`src/rtl/vga_pkg.sv`:
```
// vga_pkg: shared coordinate type and default 640x480@60 timing.
package vga_pkg;
    typedef logic [9:0] coord_t;
    localparam int DEF_H_VISIBLE = 640;
    localparam int DEF_H_FRONT   = 16;
    localparam int DEF_H_SYNC    = 96;
    localparam int DEF_H_BACK    = 48;
    localparam int DEF_V_VISIBLE = 480;
    localparam int DEF_V_FRONT   = 10;
    localparam int DEF_V_SYNC    = 2;
    localparam int DEF_V_BACK    = 33;
    localparam int DEF_H_TOTAL   = DEF_H_VISIBLE + DEF_H_FRONT + DEF_H_SYNC + DEF_H_BACK;
    localparam int DEF_V_TOTAL   = DEF_V_VISIBLE + DEF_V_FRONT + DEF_V_SYNC + DEF_V_BACK;
endpackage

```
`src/rtl/vga_timing_gen_if.sv`:
```
// vga_timing_gen_if: raster outputs toward renderers and the connector.
// frame_count exists only when VGA_FRAME_COUNT_EN is defined.
interface vga_timing_gen_if;
    import vga_pkg::*;
    logic   hs;
    logic   vs;
    logic   blank;
    logic   line_end;
    logic   frame_end;
    coord_t DrawX;
    coord_t DrawY;
`ifdef VGA_FRAME_COUNT_EN
    logic [7:0] frame_count;
    modport master (output hs, vs, blank, line_end, frame_end, DrawX, DrawY, frame_count);
    modport slave  (input  hs, vs, blank, line_end, frame_end, DrawX, DrawY, frame_count);
`else
    modport master (output hs, vs, blank, line_end, frame_end, DrawX, DrawY);
    modport slave  (input  hs, vs, blank, line_end, frame_end, DrawX, DrawY);
`endif
endinterface

```
`src/rtl/vga_wrap_counter.sv`:
```
// vga_wrap_counter: modulo-N counter with enable; exposes next value and wrap flag.
module vga_wrap_counter
    import vga_pkg::*;
#(
    parameter int N = 2
) (
    input  logic   clk,
    input  logic   rst,
    input  logic   en,
    output coord_t count,
    output coord_t next,
    output logic   wrap
);
    assign wrap = en && (count == coord_t'(N - 1));
    assign next = wrap ? '0 : count + coord_t'(en);
    always_ff @(posedge clk or posedge rst) begin
        if (rst) count <= '0;
        else     count <= next;
    end
endmodule

```
`src/rtl/vga_timing_gen.sv`:
```
// vga_timing_gen: VGA raster timing; all outputs registered from next-state counters.
// Optional VGA_FRAME_COUNT_EN adds an 8-bit frame counter.
module vga_timing_gen
    import vga_pkg::*;
#(
    parameter int H_VISIBLE = DEF_H_VISIBLE,
    parameter int H_FRONT   = DEF_H_FRONT,
    parameter int H_SYNC    = DEF_H_SYNC,
    parameter int H_BACK    = DEF_H_BACK,
    parameter int V_VISIBLE = DEF_V_VISIBLE,
    parameter int V_FRONT   = DEF_V_FRONT,
    parameter int V_SYNC    = DEF_V_SYNC,
    parameter int V_BACK    = DEF_V_BACK
) (
    input  logic              vga_clk,
    input  logic              reset,
    vga_timing_gen_if.master  vga
);
    localparam int H_TOTAL = H_VISIBLE + H_FRONT + H_SYNC + H_BACK;
    localparam int V_TOTAL = V_VISIBLE + V_FRONT + V_SYNC + V_BACK;
    localparam coord_t HS_LO  = coord_t'(H_VISIBLE + H_FRONT);
    localparam coord_t HS_HI  = coord_t'(H_VISIBLE + H_FRONT + H_SYNC - 1);
    localparam coord_t VS_LO  = coord_t'(V_VISIBLE + V_FRONT);
    localparam coord_t VS_HI  = coord_t'(V_VISIBLE + V_FRONT + V_SYNC - 1);
    localparam coord_t H_VIS  = coord_t'(H_VISIBLE);
    localparam coord_t V_VIS  = coord_t'(V_VISIBLE);
    localparam coord_t H_LAST = coord_t'(H_TOTAL - 1);
    localparam coord_t V_LAST = coord_t'(V_TOTAL - 1);

    if (H_TOTAL > 1024 || V_TOTAL > 1024) begin : g_bad_total
        $error("vga_timing_gen: H_TOTAL and V_TOTAL must not exceed 1024");
    end

    coord_t dx, dy, hn, vn;
    logic   h_wrap, v_wrap;
    logic   unused_v_wrap;

    vga_wrap_counter #(.N(H_TOTAL)) u_h (
        .clk(vga_clk), .rst(reset), .en(1'b1),
        .count(dx), .next(hn), .wrap(h_wrap)
    );
    vga_wrap_counter #(.N(V_TOTAL)) u_v (
        .clk(vga_clk), .rst(reset), .en(h_wrap),
        .count(dy), .next(vn), .wrap(v_wrap)
    );

    assign vga.DrawX     = dx;
    assign vga.DrawY     = dy;
    assign unused_v_wrap = v_wrap;

    // Decoding next-state values keeps every flag aligned with DrawX/DrawY.
    always_ff @(posedge vga_clk or posedge reset) begin
        if (reset) begin
            vga.hs        <= 1'b1;
            vga.vs        <= 1'b1;
            vga.blank     <= 1'b1;
            vga.line_end  <= 1'b0;
            vga.frame_end <= 1'b0;
        end else begin
            vga.hs        <= !(hn >= HS_LO && hn <= HS_HI);
            vga.vs        <= !(vn >= VS_LO && vn <= VS_HI);
            vga.blank     <= (hn < H_VIS) && (vn < V_VIS);
            vga.line_end  <= hn == H_LAST;
            vga.frame_end <= (hn == H_LAST) && (vn == V_LAST);
        end
    end

`ifdef VGA_FRAME_COUNT_EN
    always_ff @(posedge vga_clk or posedge reset) begin
        if (reset)              vga.frame_count <= '0;
        else if (vga.frame_end) vga.frame_count <= vga.frame_count + 8'd1;
    end
`endif
endmodule

```
`src/flat_wrapper.sv`:
```
// flat-port wrapper written by rule: the top's interface ports become plain ports
module vga_timing_gen_flat import vga_pkg::*;
#(
    parameter int H_VISIBLE = DEF_H_VISIBLE,
    parameter int H_FRONT   = DEF_H_FRONT,
    parameter int H_SYNC    = DEF_H_SYNC,
    parameter int H_BACK    = DEF_H_BACK,
    parameter int V_VISIBLE = DEF_V_VISIBLE,
    parameter int V_FRONT   = DEF_V_FRONT,
    parameter int V_SYNC    = DEF_V_SYNC,
    parameter int V_BACK    = DEF_V_BACK
)
  (vga_clk, reset, vga_hs, vga_vs, vga_blank, vga_line_end, vga_frame_end, vga_DrawX, vga_DrawY);
  vga_timing_gen_if vga_i ();
  input  logic vga_clk;
  input  logic reset;
  output wire logic [$bits(vga_i.hs)-1:0] vga_hs;
  output wire logic [$bits(vga_i.vs)-1:0] vga_vs;
  output wire logic [$bits(vga_i.blank)-1:0] vga_blank;
  output wire logic [$bits(vga_i.line_end)-1:0] vga_line_end;
  output wire logic [$bits(vga_i.frame_end)-1:0] vga_frame_end;
  output wire logic [$bits(vga_i.DrawX)-1:0] vga_DrawX;
  output wire logic [$bits(vga_i.DrawY)-1:0] vga_DrawY;
  assign vga_hs = vga_i.hs;
  assign vga_vs = vga_i.vs;
  assign vga_blank = vga_i.blank;
  assign vga_line_end = vga_i.line_end;
  assign vga_frame_end = vga_i.frame_end;
  assign vga_DrawX = vga_i.DrawX;
  assign vga_DrawY = vga_i.DrawY;
  vga_timing_gen #(.H_VISIBLE(H_VISIBLE), .H_FRONT(H_FRONT), .H_SYNC(H_SYNC), .H_BACK(H_BACK), .V_VISIBLE(V_VISIBLE), .V_FRONT(V_FRONT), .V_SYNC(V_SYNC), .V_BACK(V_BACK)) u_core (.vga_clk(vga_clk), .reset(reset), .vga(vga_i));
endmodule
```
`config.mk`:
```
export PLATFORM = sky130hd
export DESIGN_NAME = vga_timing_gen_flat
export DESIGN_NICKNAME = d
export VERILOG_FILES = /design/src/rtl/vga_pkg.sv /design/src/rtl/vga_timing_gen_if.sv /design/src/rtl/vga_wrap_counter.sv /design/src/rtl/vga_timing_gen.sv /design/src/flat_wrapper.sv
export SDC_FILE = /design/constraint.sdc
export NUM_CORES = 1
export LEC_CHECK = 0
export CAP_MARGIN = 20
export CORE_MARGIN = 2
export CORE_UTILIZATION = 51
export CTS_CLUSTER_DIAMETER = 80
export DETAILED_ROUTE_END_ITERATION = 6
export PLACE_DENSITY = 0.85
export RECOVER_POWER = 25
export SETUP_SLACK_MARGIN = 0.4
export SYNTH_ARGS = -nofsm -noshare
export SYNTH_HDL_FRONTEND = slang
export SYNTH_SLANG_ARGS = --single-unit
```
`constraint.sdc`:
```
create_clock -name vga_clk -period 3.6 [get_ports vga_clk]
set_input_delay 0.54 -clock vga_clk [delete_from_list [all_inputs] [get_ports vga_clk]]
set_output_delay 0.54 -clock vga_clk [all_outputs]
set_load 0.02 [all_outputs]
```
# Word-level counts from Yosys, hierarchy flattened

Index checks and enable logic that the tools add are counted.

$add $sub $neg: 2
Eq/ne operators: 4
Muxes and demuxes: 2
Reduce and logical (&&, ||, !) cells: 7
Order comparisons: 6

Operator list:

| operator                | number |
|---|---|
| $eq A10 B10 Y1 const B  | 4 |
| $mux W10                | 2 |
| $add A10 B1 Y10         | 1 |
| $add A10 B1 Y10 const B | 1 |
| $ge A10 B10 Y1 const B  | 1 |
| $ge A10 B9 Y1 const B   | 1 |
| $le A10 B10 Y1 const B  | 1 |
| $le A10 B9 Y1 const B   | 1 |
| $lt A10 B10 Y1 const B  | 1 |
| $lt A10 B9 Y1 const B   | 1 |
| $logic_and A1 B1 Y1     | 5 |
| $logic_not A1 Y1        | 2 |

Output and inout bits: 25
Flip-flop bits (word level): 25
Word-level logic and storage cells: 28
Bits of input ports: 2

# Logic depth before layout (Yosys ltp)

Word-level depth: 6
Depth in mapped cells: 11
Mapped depth without buffers: 10

# By module

From an unflattened synthesis, not the netlist that was laid out.

Cells, all modules: 116
Area, all modules: 1275.0 um^2

By module, submodules not included:

| module                        | times used | area an instance (um^2) | cells an instance |
|---|---|---|---|
| vga_wrap_counter (u_core.u_h) | 1          | 518.0                   | 48 |
| vga_wrap_counter (u_core.u_v) | 1          | 503.0                   | 44 |
| vga_timing_gen                | 1          | 254.0                   | 24 |

# Worst setup path after synthesis

No wires, ideal clock.

Path kind: register -> register
Start: register u_core.u_h.count[0]
End: register u_core.vga.frame_end
Path buffers: 1
Arrival time: 2.714 ns
Stages on the path, launching flop included: 12
Slack: 0.790 ns
Cell sequence: dfrtp_1 -> ha_1 -> and4_1 -> and3_1 -> buf_4 -> ha_1 -> ha_1 -> xnor2_1 -> or3_1 -> nor3b_1 -> nand4b_1 -> nor4_2

Longest elaborated chain between the ends: 5

RTL lines:

| element                                                       | line                                           | RTL |
|---|---|---|
| start: declaration                                            | vga_wrap_counter.sv:10                         | `output coord_t count,` |
| start signal: assignment                                      | vga_wrap_counter.sv:18                         | `else count <= next;` |
| $eq A10 B10 Y1                                                | vga_wrap_counter.sv:14                         | `assign wrap = en && (count == coord_t'(N - 1));` |
| $add A10 B1 Y10 / $logic_and A1 B1 Y1 (equally long branches) | vga_wrap_counter.sv:15, vga_wrap_counter.sv:14 |  |
| $mux W10                                                      | vga_wrap_counter.sv:15                         | `assign next = wrap ? '0 : count + coord_t'(en);` |
| $eq A10 B10 Y1                                                | vga_timing_gen.sv:64                           | `vga.frame_end <= (hn == H_LAST) && (vn == V_LAST);` |
| $logic_and A1 B1 Y1 (*)                                       | vga_timing_gen.sv:64                           |  |
| end signal: assignment                                        | vga_timing_gen.sv:64                           |  |
| end: declaration                                              | vga_timing_gen_if.sv:17                        | `modport master (output hs, vs, blank, line_end, frame_end, DrawX, DrawY);` |

Every way passes the cells marked *; elsewhere a longest branch is shown, timed or not.

# Worst setup path after layout

Same ends and word-level chain as after synthesis.

==> flow_summary_export.csv <==
group,metric,value,unit
setup_path,path_max_fanout,7,
cells_and_area,finalInstanceArea,1670,um^2
pwr,p_seq_share,67.7,%
worst_hold_path,hold_depth,1,
yosys,synth_nets,144,
floorplanning,dieArea,3130,um^2
global_routing,grt_pass1_vias,1066,
worst_hold_path,hold_path_end,"u_core.u_h.count[0]",
clocking,clk_path_buf_depth,2,
pwr,clockPowerShare,30.9,%
setup_path,endpoint_kind,"flip-flop",
sta,slew_violations,0,
clocking,path_clk_slew,0.14,ns
clocking,cts_root_buf,"clkbuf_4",
pwr,power_frac_comb,1.4,%
clocking,cts_buffers,3,
pwr,power_density,248,nW/um^2
sta,max_slew.worst_pin.slew,0.905,ns
yosys,netlist_area,1380,um^2
placed_design,globalplace.congestion,0.877,
routing,wl_per_cell,15.6,um
worst_hold_path,worstHoldStart,"u_core.u_h.count[0]",
pwr,p_int,0.000324,W
routing,routed_wl,3010,um
routing,via_per_inst,5.82,
yosys,avgSynthCellArea,9.96,um^2
clocking,insertion_delay,0.32,ns
pwr,p_sw,0.0000919,W
floorplanning,die_h,55.9,um
sta,skew,0.00376,ns
setup_path,crit_required,3.85,ns
cells_and_area,area_growth,21.7,%
job,drv_cap,0,
sta,setup_tns,0,ns
global_routing,antenna_found_initial,0,
placed_design,place_ws,0.607,ns
global_routing,grt_pass1_wl,5000,um
pwr,irDropWorstVdd,176,uV
global_routing,grt_remaining_overflow,0,
sta,relSlewSlack,39.6,%
placed_design,hpwl,2230,um
cells_and_area,nets,170,
setup_path,reg2reg_to,"u_core.vga.frame_end",
yosys,syn_inst,138,
placed_design,portBuffers,26,
yosys,synthFlopType,"dfrtp_1",
setup_path,crit_arrival,3.20,ns
yosys,yosysSeqAreaShare,45.8,%
routing,drt_iter0_drc,23,
clocking,holdBufCountCts,0,
yosys,yosysUniqueCellTypes,40,
routing,drt_pass1_iterations,4,
sta,hold_ws,0.536,ns
clocking,clkSinkCount,25,
sta,period_minus_slack,2.95,ns
setup_path,rr_worst_depth,10,
clocking,cts.htree.levels,1,
yosys,ys_ff_latch,25,
yosys,ys_async_sr_fraction,100,%
cells_and_area,layout-drive-gt1-share,9.82,%
pwr,p_leak,0.737,nW
yosys,synth_warnings,0,
clocking,cts_resized,0,
setup_path,r2r-start,"u_core.u_h.count[0]",
sta,finalWorstSetupSlack,0.645,ns
sta,fmax,338,MHz
routing,drcViolationCount,0,
floorplanning,placement_rows,18,
routing,num_vias,1124,
pwr,p_sw_share,22.1,%
floorplanning,io_pins,27,
global_routing,grt_max_degree,26,
setup_path,worst_setup_path_start_kind,"flip-flop",
cells_and_area,antennaDiodeCount,0,
sta,setup_viol,0,
sta,fin_crit_sh,82.1,%
routing,antenna_left,0,
run_status,status,"finished clean",
sta,hold_viol,0,
pwr,finalPower,0.000415,W
floorplanning,start_util,54.5,%
placed_design,placed_cell_area,1650,um^2
clocking,postCtsSetupBuffers,0,
yosys,synth_edf_count,0,
global_routing,grt.total_usage,20.3,%
floorplanning,core-area,2520,um^2
clocking,cts_tree,"done",
setup_path,critical_path_class,"reg -> reg",
sta,grt_setup_unrepaired,"false",
floorplanning,die_x,55.9,um
worst_hold_path,min_path_type,"reg -> reg",
setup_path,r2r_slack,0.65,ns
==> per-layer routing <==
layer	share of wire, %	vias to the layer above	GRT usage, %	wire (um)
met4	1.8	0	7.14	55
met3	5.2	9	2.79	157
li1	-	539	-	-
met5	0	-	0	0
met1	45	527	27.7	1340
met2	48	49	33.3	1450
==> cell usage after synthesis, drive strengths merged, types with 2 or more instances <==
master | count | share of area, %
nor4 | 2 | 1.4
nor3 | 2 | 0.73
nor2b | 3 | 1.4
xor2 | 4 | 2.5
buf | 5 | 2.0
and4 | 2 | 1.3
nor2 | 12 | 3.3
nand3 | 9 | 4.0
o21ai | 4 | 1.5
o31ai | 2 | 1.1
a21oi | 4 | 2.3
nand4 | 5 | 2.3
dfrtp | 22 | 40
and2 | 2 | 0.91
ha | 4 | 3.6
or3 | 4 | 1.8
and3 | 5 | 2.3
xnor2 | 10 | 6.4
inv | 8 | 2.2
nor4b | 3 | 1.9
nor3b | 3 | 1.6
dfstp | 3 | 5.7
nand2 | 7 | 1.9
==> worst max-delay path, stage by stage (launching register included) <==
cell and delay, ns:
dfrtp_1 0.45, ha_1 0.28, and4_1 0.25, and3_2 0.27, ha_1 0.25, ha_1 0.26
xnor2_1 0.19, or3_1 0.33, nor3b_1 0.22, nand4b_1 0.16, nor4_2 0.22
==> state kept, by name, indices dropped and copies added (netlist names) <==
register and cells:
u_core.vga.blank 1, u_core.vga.line_end 1, u_core.vga.hs 1, u_core.u_h.count 10, u_core.u_v.count 10, u_core.vga.frame_end 1, u_core.vga.vs 1
==> worst max-delay path by stage <==
stage / from / end / depth (start not counted) / slack (ns)
4_1_cts: u_core.u_h.count[0] / u_core.vga.frame_end / 10 / 0.59
5_1_grt: u_core.u_h.count[0] / u_core.vga.frame_end / 10 / 0.43
6_report: u_core.u_h.count[0] / u_core.vga.frame_end / 10 / 0.65
3_3_place_gp: u_core.u_h.count[0] / u_core.vga.frame_end / 10 / 0.71
3_5_place_dp: u_core.u_h.count[0] / u_core.vga.frame_end / 10 / 0.61
2_1_floorplan: u_core.u_h.count[0] / u_core.vga.frame_end / 11 / 0.79
==> final cells by class <==
type	instances	area, um^2
Sequential cell	25	629
Tap cell	30	37.5
Clock inverter	1	5.00
Timing Repair Buffer	26	260
Inverter	8	30.0
Fill cell	203	848
Multi-Input combinational cell	100	689
Clock buffer	3	22.5
==> metrics by stage <==
step	instances	utilization (%)
finish	193	66.4
global placement	189	65.2
global route	193	66.4
CTS	193	66.3
floorplan	138	-
detailed placement	189	65.2
==> cells by family (layout without fill, tap and decap cells) <==
kind of cell,Yosys count,in the layout,synth area share (%)
AND/OR/NAND/NOR,64,64,27.8
flip-flops,25,25,45.8
AO/OA/AOI/OAI,18,18,9.65
XOR/XNOR,14,14,8.92
buffers and inverters,13,38,4.19
adder cells (fa/ha/maj),4,4,3.64
==> power by group through the flow <==
stage	combinational, W	sequential, W	clock (W)
after floorplan	0.00000415	0.000286	0
after global placement	0.00000638	0.000286	0
after detailed placement	0.00000671	0.000286	0
after CTS	0.00000678	0.000281	0.000132
after global routing	0.00000728	0.000281	0.000145
final	0.00000590	0.000281	0.000128
==> layout by cell type, fill, tap and decap left out, drive strengths merged, types with 2 or more instances in the layout <==
cell type,count
nor4,2
nand2,7
inv,8
nor4b,3
ha,4
and2,2
nand3,9
nor3,2
o31ai,2
nor3b,3
o21ai,4
and4,2
nor2,12
and3,5
xor2,4
clkbuf,3
nand4,5
xnor2,10
nor2b,3
a21oi,4
or3,4
dfstp,3
dfrtp,22
clkdlybuf4s50,25
No activity file was read; power rests on OpenSTA's default activity.
